`config.mk`:
```
export PLATFORM = sky130hd
export DESIGN_NAME = serial_tx
export DESIGN_NICKNAME = d
export VERILOG_FILES = /design/src/rtl/serial_tx_pkg.sv /design/src/rtl/flex_pts_sr.sv /design/src/rtl/serial_tx.sv
export SDC_FILE = /design/constraint.sdc
export NUM_CORES = 1
export LEC_CHECK = 0
export BUFFER_PORTS_ARGS = -buffer_cell sky130_fd_sc_hd__buf_2
export CORE_ASPECT_RATIO = 2
export CORE_UTILIZATION = 35
export DETAILED_ROUTE_END_ITERATION = 6
export PLACE_DENSITY_LB_ADDON = 0.05
export SYNTH_ARGS = -nofsm -noshare
export SYNTH_HDL_FRONTEND = slang
export SYNTH_SLANG_ARGS = --single-unit
```
`constraint.sdc`:
```
create_clock -name clk -period 4.9 [get_ports clk]
set_input_delay 0.245 -clock clk [delete_from_list [all_inputs] [get_ports clk]]
set_output_delay 0.245 -clock clk [all_outputs]
set_load 0.02 [all_outputs]
```
`src/rtl/serial_tx_pkg.sv`:
```
// rtl/serial_tx_pkg.sv - shared state encoding and line-level constants for serial_tx
package serial_tx_pkg;

  typedef enum logic [2:0] {
    IDLE,
    START,
    DATA,
    PARITY,
    STOP
  } state_t;

  localparam logic START_BIT  = 1'b0;
  localparam logic STOP_BIT   = 1'b1;
  localparam logic IDLE_LEVEL = 1'b1;

endpackage

```
`src/rtl/flex_pts_sr.sv`:
```
// rtl/flex_pts_sr.sv - parallel-to-serial shift register, fills with ones as it shifts
module flex_pts_sr #(
  parameter int NUM_BITS  = 8,
  parameter int SHIFT_MSB = 0
) (
  input  logic                clk,
  input  logic                rst,
  input  logic                load_enable,
  input  logic                shift_enable,
  input  logic [NUM_BITS-1:0] parallel_in,
  output logic                serial_out
);

  logic [NUM_BITS-1:0] sr;

  // Load has priority over shift; vacated positions fill with the idle level.
  always_ff @(posedge clk) begin
    if (rst) begin
      sr <= '1;
    end else if (load_enable) begin
      sr <= parallel_in;
    end else if (shift_enable) begin
      if (SHIFT_MSB != 0) begin
        sr <= {sr[NUM_BITS-2:0], 1'b1};
      end else begin
        sr <= {1'b1, sr[NUM_BITS-1:1]};
      end
    end
  end

  assign serial_out = (SHIFT_MSB != 0) ? sr[NUM_BITS-1] : sr[0];

endmodule

```
`src/rtl/serial_tx.sv`:
```
// rtl/serial_tx.sv - framed serial transmitter; even parity bit enabled by SERIAL_TX_PARITY_EN
module serial_tx
  import serial_tx_pkg::*;
#(
  parameter int NUM_BITS     = 8,
  parameter int CLKS_PER_BIT = 10,
  parameter int SHIFT_MSB    = 0
) (
  input  logic                clk,
  input  logic                rst,
  input  logic [NUM_BITS-1:0] tx_data,
  input  logic                tx_valid,
  output logic                tx_ready,
  output logic                tx_out,
  output logic                tx_busy,
  output logic                frame_done
);

  localparam int TW = $clog2(CLKS_PER_BIT);
  localparam int IW = $clog2(NUM_BITS + 1);
  localparam logic [TW-1:0] BIT_END  = TW'(CLKS_PER_BIT - 1);
  // The line lags the state by one register stage, so STOP leaves one clock
  // early and the first IDLE clock supplies the final stop-bit clock. This
  // lets a held tx_valid start the next frame with no gap on the line.
  localparam logic [TW-1:0] STOP_END = TW'(CLKS_PER_BIT - 2);
  localparam logic [IW-1:0] LAST_IDX = IW'(NUM_BITS - 1);

  state_t        state;
  state_t        state_next;
  logic [TW-1:0] timer;
  logic [TW-1:0] timer_next;
  logic [IW-1:0] bit_idx;
  logic [IW-1:0] idx_next;
  logic          accept;
  logic          shift;
  logic          stop_end;
  logic          line_level;
  logic          sr_out;
  logic          done_pend;
`ifdef SERIAL_TX_PARITY_EN
  logic          parity_bit;
`endif

  assign tx_ready = (state == IDLE);
  assign tx_busy  = (state != IDLE);
  assign accept   = tx_ready & tx_valid;

  flex_pts_sr #(
    .NUM_BITS  (NUM_BITS),
    .SHIFT_MSB (SHIFT_MSB)
  ) u_sr (
    .clk          (clk),
    .rst          (rst),
    .load_enable  (accept),
    .shift_enable (shift),
    .parallel_in  (tx_data),
    .serial_out   (sr_out)
  );

  // Next-state, bit timer, bit index and the line level for the current state.
  always_comb begin
    state_next = state;
    timer_next = timer;
    idx_next   = bit_idx;
    shift      = 1'b0;
    stop_end   = 1'b0;
    line_level = IDLE_LEVEL;
    case (state)
      IDLE: begin
        timer_next = '0;
        idx_next   = '0;
        if (tx_valid) state_next = START;
      end
      START: begin
        line_level = START_BIT;
        if (timer == BIT_END) begin
          timer_next = '0;
          state_next = DATA;
        end else begin
          timer_next = timer + 1'b1;
        end
      end
      DATA: begin
        line_level = sr_out;
        if (timer == BIT_END) begin
          timer_next = '0;
          shift      = 1'b1;
          if (bit_idx == LAST_IDX) begin
            idx_next   = '0;
`ifdef SERIAL_TX_PARITY_EN
            state_next = PARITY;
`else
            state_next = STOP;
`endif
          end else begin
            idx_next = bit_idx + 1'b1;
          end
        end else begin
          timer_next = timer + 1'b1;
        end
      end
`ifdef SERIAL_TX_PARITY_EN
      PARITY: begin
        line_level = parity_bit;
        if (timer == BIT_END) begin
          timer_next = '0;
          state_next = STOP;
        end else begin
          timer_next = timer + 1'b1;
        end
      end
`endif
      STOP: begin
        line_level = STOP_BIT;
        if (timer == STOP_END) begin
          timer_next = '0;
          stop_end   = 1'b1;
          state_next = IDLE;
        end else begin
          timer_next = timer + 1'b1;
        end
      end
      default: begin
        timer_next = '0;
        idx_next   = '0;
        state_next = IDLE;
      end
    endcase
  end

  // State, bit timer and bit index registers.
  always_ff @(posedge clk) begin
    if (rst) begin
      state   <= IDLE;
      timer   <= '0;
      bit_idx <= '0;
    end else begin
      state   <= state_next;
      timer   <= timer_next;
      bit_idx <= idx_next;
    end
  end

  // Registered line and end-of-frame pulse, delayed to line up with the last stop clock.
  always_ff @(posedge clk) begin
    if (rst) begin
      tx_out     <= IDLE_LEVEL;
      done_pend  <= 1'b0;
      frame_done <= 1'b0;
    end else begin
      tx_out     <= line_level;
      done_pend  <= stop_end;
      frame_done <= done_pend;
    end
  end

`ifdef SERIAL_TX_PARITY_EN
  // Even parity of the word captured at accept.
  always_ff @(posedge clk) begin
    if (rst) begin
      parity_bit <= 1'b0;
    end else if (accept) begin
      parity_bit <= ^tx_data;
    end
  end
`endif

endmodule

```
# Yosys cells after proc, flatten, opt, wreduce, memory -nomap -nowiden
# Cells that the tools add are included.
# word_totals
wordCells	49
inputBits	11
regBits	22
output_inout_bits	4
# classes
addsub	2
bitwise	3
mux	18
n_reduce_logical	8
n_eq_ne	11
# op_table
cell	count
4-bit two-way mux	4
8-bit two-way mux	2
4-bit one-hot mux with 2 select lines	2
3-bit two-way mux	5
3-bit one-hot mux with 4 select lines	1
2-bit != test, second input constant	5
4-bit by 1-bit adder with 4-bit output, second input constant	2
4-bit == test, second input constant	2
2-bit OR reduction	3
5-bit AND reduction	1
4-bit by 3-bit == test with 1-bit output, second input constant	1
3-bit by 1-bit == test with 1-bit output, second input constant	1
3-bit by 2-bit == test with 1-bit output, second input constant	1
3-bit == test, second input constant	1
3-bit logical NOT	1
1-bit two-way mux	3
3-bit nonzero test	1
1-bit inverter	2
1-bit one-hot mux with 2 select lines	1
2-bit AND reduction	1
2-bit nonzero test	1
1-bit bitwise AND	1

# Depth between registers and ports, before layout
# Gate-level depths: netlist (run 1).
# depth
word_depth	5
ltp_mapped	6
ltp_nobuf	6

# Hierarchy
# A second synthesis (run 1) with hierarchy kept.
# hier_totals
cells_unflattened	112
hier_area_um2	1076.0
# by_module_without_submodules
module	cells_per_inst	seq_area_each_um2	instances	area_each_um2
serial_tx	77	280.3	1	710.7
flex_pts_sr	35	160.2	1	365.4

# Worst setup path after synthesis (run 1)
# No wires, ideal clock.
# synth_path
kind	flip-flop to flip-flop
start	reg state[0]
end	reg state[2]
setup_time_ns	0.123
path_slack_ns	3.077
arrival_time_ns	1.700
path_stages_with_launch	6
n_path_buf	1
period_less_slack_ns	1.823
required_time_ns	4.777
cell_sequence	dfxtp_1 -> buf_2 -> nor3_1 -> nand2b_1 -> nand3b_2 -> mux2_1
# synth_between
elab_chain_len	3
elab_cells_between_ends	11
classes_between	eq/ne (8); mux (1); reduce/logical (2)
# synth_lines
item	line_no	text
start, declared	serial_tx.sv:28	state_t state;
start signal, assigned	serial_tx.sv:138	state <= state_next;
3-bit logical NOT (*)	n/a	
via tx_ready	serial_tx.sv:13	output logic tx_ready,
2-bit != test (no source line)	n/a	
5-bit AND reduction (no source line)	n/a	
# The timed path passes the listed nets; every way through them passes the cells marked *.
# A chain may end at the register's enable or synchronous reset.

# Final worst setup path (run 1)
# layout_path
start	reg state[1]
end	reg state[2]
# layout_between
elab_chain_len	3
elab_cells_between_ends	11
classes_between	eq/ne (8); mux (1); reduce/logical (2)
# layout_lines
item	line_no	text
3-bit == test (tied with other cells)	serial_tx.sv:68	case (state)
2-bit != test (no source line)	n/a	
5-bit AND reduction (no source line)	n/a	
# Several ways; a longest one is shown, not always the timed one.

==> flow_summary_export.csv, run 1 <==
group,metric,value,unit
placement,dpl_cell_area,1170,sq um
yosys,synth_edf_count,0,
timing,fin_ws,2760,ps
cts,cts-root-buf,"clkbuf_8",
placement,routabilityCongestion,0.732,
yosys,syn_area,1110,sq um
yosys,synth-async-reset-ratio,0,
floorplan,die_area,3410,sq um
timing,max_slew_margin,0.614,
yosys,synth_top_area_frac,0.397,
worst_setup_path,r2r-start,"state[1]",
worst_setup_path,r2r_cells,4,
placement,placed_cells,163,
yosys,yosys_warnings,0,
timing,fin_crit,2140,ps
route,finalWirelength,2.28,mm
cts,htree_levels,1,
worst_setup_path,cp_slowest_cell,"dfxtp_1",
worst_setup_path,worstPathRequired,5050,ps
worst_setup_path,cp_top_family,"simple AND/OR/NAND/NOR gates",
yosys,synthCells,126,
yosys,synth_seq_cells,22,
placement,portBuffers,14,
route,via_per_inst,5.44,
floorplan,rows,28,
timing,whs,215,ps
cells_and_area,postLayoutCellArea,1220,sq um
floorplan,initial_core_util,0.372,
timing,slew_viol_final,0,
global_route,globalRouteTotalUtil,0.150,
flow_run,cap_violations,0,
worst_setup_path,crit_path_end_kind,"flip-flop",
floorplan,die_w,41.8,microns
timing,setup_viol,0,
worst_setup_path,crit_chain,"or3b_1, a31oi_1, nand3b_2, mux2_1",
cts,clk_path_buf_depth,2,
global_route,antenna_found_initial,0,
worst_setup_path,arrival,2290,ps
global_route,grt_pass1_vias,876,
worst_setup_path,reg2reg_slack,2760,ps
route,drtPass1Iterations,4,
timing,max_freq,0.467,GHz
yosys,yosys.area.top_type,"dfxtp_1",
hold_path,worstHoldStart,"tx_data[7]",
global_route,grt_use_met3,0.0220,
global_route,grt_pass1_wl,3.97,mm
timing,rsz0062_at_grt,"no",
worst_setup_path,crit_buf_inv,0,
timing,period_share,0.437,
cells_and_area,antenna_cells,0,
global_route,top_usage_layer,"met2",
timing,finalHoldViolations,0,
cells_and_area,stdcell_count,166,
cells_and_area,area_growth,9.71,%
outcome,status,"complete, no violations",
yosys,yosysSeqAreaShare,0.397,
worst_setup_path,worstSetupStartpointType,"flip-flop",
hold_path,hold_depth,3,
global_route,grt_use_met1,0.166,
floorplan,die_y,81.6,microns
cells_and_area,drive_gt1_frac,0.147,
cells_and_area,nets,153,
cts,holdBufCountCts,0,
cells_and_area,nFillCells,292,
yosys,synth_cell_types,42,
worst_setup_path,critPathKind,"flip-flop to flip-flop",
yosys,ys_top_cells_by_count,"dfxtp_1 (22), nor2_1 (15), inv_1 (7)",
hold_path,hold_end,"u_sr.sr[7]",
timing,setup_tns,0,ps
yosys,syn_nets,141,
route,drc,0,
worst_setup_path,crit_fanout,14,
power,power.density,446,nW/um^2
route,wire_per_inst,13.8,microns
route,ant_nets,0,
power,vdd_drop_max,0.237,mV
yosys,synth.most_common_cell,"dfxtp_1",
route,vias,903,
placement,hpwl,1.73,mm
cts,cts-resized-gates,0,
cts,path_clk_slew,80,ps
yosys,avgSynthCellArea,8.80,sq um
cells_and_area,seqCellArea,440,sq um
floorplan,io_pins,15,
worst_setup_path,critPathMaxStageDelay,600,ps
placement,place_ws,2790,ps
cts,clkLatencyLatePin,260,ps
floorplan,core_area,2980,sq um
global_route,met2_usage,0.275,
global_route,grt_max_degree,20,
timing,tightest_slew,577,ps
cts,cts_tree,"yes",
timing,finalClockSkew,4.81,ps
yosys,synthTopCellsByArea,"dfxtp_1 (40%), nor2_1 (5.1%), ha_1 (4.5%)",
cts,post_cts_buffers,0,
cts,cts.sinks,22,
cts,numCtsBuffers,3,
global_route,grt-ovfl-total,0,
worst_setup_path,cp-startpoint,"state[1]",
route,detail_route.iter0.violations,6,
hold_path,min_path_type,"input port to flip-flop",
yosys,synth_ff_type,"dfxtp_1",
cells_and_area,multi_input_area,601,sq um
worst_setup_path,reg2reg_to,"state[2]",
power,power_leakage,0.505,nW
-- cell usage in the layout (no fill, tap or decap), types with 4 or more instances in the layout --
cell type	netlist	final
or2_1	4	4
o21ai_0	5	5
o21ai_1	5	5
nor2_1	15	15
inv_1	7	7
ha_1	4	4
nand3_1	4	4
nand2b_1	4	4
a31oi_1	4	4
buf_2	3	14
dfxtp_1	22	22
-- tightest hold or removal path, delay by kind of cell --
family                 cells  cell delay (ps)
buffers and inverters      1               70
AO/OA/AOI/OAI              1               70
AND/OR/NAND/NOR            1               60
-- metrics by stage --
| stage | total power, mW | util |
|---|---|---|
| 6_report | 0.543 | 0.408 |
| 5_1_grt | 0.581 | 0.408 |
| 4_1_cts | 0.549 | 0.408 |
| 3_5_place_dp | 0.437 | 0.395 |
| 3_3_place_gp | 0.434 | 0.395 |
| 2_1_floorplan | 0.395 | - |
-- state kept, by name (all words and copies together) (netlist names) --
| register | count |
|---|---|
| state | 3 |
| done_pend | 1 |
| bit_idx | 4 |
| tx_out | 1 |
| u_sr.sr | 8 |
| frame_done | 1 |
| timer | 4 |
-- cell type report --
| cell class | count | share of cell area |
|---|---|---|
| Multi-Input combinational cell | 90 | 0.494 |
| Sequential cell | 22 | 0.362 |
| Timing Repair Buffer | 14 | 0.0576 |
| Clock buffer | 3 | 0.0340 |
| Tap cell | 30 | 0.0309 |
| Inverter | 7 | 0.0216 |
-- kinds of logic (layout without fill, tap and decap cells) --
family	Yosys count	after routing	share of synthesized area
multiplexers	3	3	0.0282
buffers and inverters	14	24	0.0610
AO/OA/AOI/OAI	29	29	0.175
flip-flops	22	22	0.397
XOR/XNOR	5	5	0.0395
AND/OR/NAND/NOR	49	49	0.254
adder cells (fa/ha/maj)	4	4	0.0451
-- how the worst max path moves through the flow --
stage	cells after the start	to	slack, ps
finish	4	state[2]	2760
global route	4	state[2]	2620
CTS	4	state[2]	2780
detailed placement	4	state[2]	2790
global placement	4	state[2]	2850
floorplan	5	state[2]	3080
-- power breakdown --
part,switching [mW],internal (mW)
combinational,0.112,0.0816
clock,0.0563,0.0548
sequential,0.0340,0.205
-- layer usage --
layer	part of all wire	vias up
met2	0.53	14
met3	0.021	4
met1	0.44	423
met4	0.015	0
li1	-	462
met5	0	-
Note: power is estimated with default switching activity, not from simulation.
==> run 2, diff against run 1 <==
==> constraint.sdc (replaced) <==
create_clock -name clk -period 2.2 [get_ports clk]
set_input_delay 0.11 -clock clk [delete_from_list [all_inputs] [get_ports clk]]
set_output_delay 0.11 -clock clk [all_outputs]
set_load 0.02 [all_outputs]
==> flow_summary_export.csv, run 2 (synthesis gave the netlist of run 1 again) <==
group,metric,value,unit
cts,clkLatencyLatePin,250,ps
cells_and_area,nFillCells,279,
worst_setup_path,critPathMaxStageDelay,380,ps
power,intPower,0.809,mW
floorplan,die_y,81.6,microns
cells_and_area,reg_top3,"u_sr.sr (8), bit_idx (4), timer (4)",
timing,whs,88.8,ps
worst_setup_path,crit_path_end_kind,"flip-flop",
cells_and_area,nets,155,
route,ant_nets,0,
hold_path,min_path_type,"input port to flip-flop",
route,wire_per_inst,13.4,microns
cts,holdBufCountCts,0,
flow_run,cap_violations,0,
timing,setup_tns,0,ps
worst_setup_path,cp_top_family,"simple AND/OR/NAND/NOR gates",
route,drc,0,
worst_setup_path,crit_buf_inv,1,
timing,finalClockSkew,1.56,ps
worst_setup_path,arrival,1970,ps
cts,cts-resized-gates,0,
timing,max_slew_margin,0.624,
timing,tightest_slew,562,ps
global_route,grt_max_degree,20,
cts,htree_levels,1,
timing,slew_viol_final,0,
cells_and_area,layout_commonest_cell,"dfxtp_1",
cells_and_area,final_cell_mix,"dfxtp_1 (22), nor2_1 (15), buf_2 (14)",
floorplan,initial_core_util,0.372,
cells_and_area,area_growth,12.3,%
worst_setup_path,critPathKind,"flip-flop to flip-flop",
cells_and_area,drive_gt1_frac,0.165,
timing,max_freq,0.548,GHz
power,clkPwrFrac,0.223,
timing,fin_crit,1830,ps
power,power.density,1010,nW/um^2
floorplan,rows,28,
outcome,status,"complete, no violations",
floorplan,core_area,2980,sq um
floorplan,die_area,3410,sq um
global_route,grt_pass1_vias,880,
cts,clk_path_buf_depth,2,
cts,cts-root-buf,"clkbuf_8",
route,via_per_inst,5.32,
placement,portBuffers,14,
timing,finalHoldViolations,0,
route,finalWirelength,2.27,mm
cells_and_area,largest_reg_flops,8,
power,total_power,1.25,mW
power,power_leakage,0.522,nW
floorplan,die_w,41.8,microns
worst_setup_path,cp_slowest_cell,"o32a_1",
timing,setup_viol,0,
power,vdd_drop_max,0.452,mV
global_route,grt-ovfl-total,0,
floorplan,io_pins,15,
power,seq_power_share,0.421,
worst_setup_path,crit_chain,"inv_1, ha_1, and3b_1, o32a_1, nand3b_2, mux2_1",
worst_setup_path,worstPathRequired,2340,ps
timing,rsz0062_at_grt,"no",
power,swShare,0.354,
cells_and_area,antenna_cells,0,
global_route,antenna_found_initial,0,
cts,cts.sinks,22,
worst_setup_path,crit_fanout,5,
global_route,globalRouteTotalUtil,0.147,
cts,post_cts_buffers,0,
placement,hpwl,1.72,mm
power,p_switching,0.444,mW
global_route,grt_pass1_wl,3.83,mm
placement,routabilityCongestion,0.751,
timing,period_share,0.830,
route,vias,899,
cts,numCtsBuffers,3,
route,drtPass1Iterations,4,
cts,path_clk_slew,70,ps
cells_and_area,largest_register,"u_sr.sr",
power,power_frac_comb,0.356,
cts,cts_tree,"yes",
route,detail_route.iter0.violations,11,
worst_setup_path,worstSetupStartpointType,"flip-flop",
[run 2: cell count changes in the layout (fill, tap and decap cells not counted), sizes merged]
cell,change
clkbuf,+1
buf,+2
[run 2: worst reg2reg max path, cell delays in order, from the launching register on]
cell      delay (ps)
dfxtp_1          360
inv_1             70
ha_1             190
and3b_1          240
o32a_1           380
nand3b_2         150
mux2_1           330
[run 2: per-layer routing]
layer  GRT usage  vias up  share of wire
li1            -      467              -
met1       0.164      413           0.42
met2       0.259       17           0.53
met3      0.0242        2          0.035
met4      0.0839        0          0.014
met5           0        -              0
[run 2: cell type report]
| class | count | area (sq um) | share of cell area |
|---|---|---|---|
| Multi-Input combinational cell | 90 | 601 | 0.482 |
| Sequential cell | 22 | 440 | 0.354 |
| Clock buffer | 4 | 55.1 | 0.0442 |
| Tap cell | 30 | 37.5 | 0.0302 |
| Inverter | 7 | 26.3 | 0.0211 |
| Timing Repair Buffer | 16 | 85.1 | 0.0683 |
[run 2: path summary, 6_finish.rpt]
check                                start          to  slack (ps)  depth (start not counted)
worst max register to register    timer[1]    state[2]         370                          6
worst max-delay path              timer[1]    state[2]         370                          6
worst min register to register   done_pend  frame_done         440                          1
worst min-delay path            tx_data[2]  u_sr.sr[2]          90                          3
[run 2: metrics by stage]
step	area [sq um]	setup slack, ps	std cells	util
after floorplan	1110	377	126	-
after global placement	1190	440	165	0.400
after detailed placement	1190	379	165	0.400
after CTS	1240	363	169	0.418
after global routing	1240	262	169	0.418
final	1240	374	169	0.418
[run 2: power by group through the flow]
stage          combinational, mW  clock (mW)  sequential [mW]
2_1_floorplan              0.381           0            0.500
3_3_place_gp               0.444           0            0.534
3_5_place_dp               0.449           0            0.537
4_1_cts                    0.452       0.295            0.527
5_1_grt                    0.495       0.314            0.539
6_report                   0.446       0.279            0.527
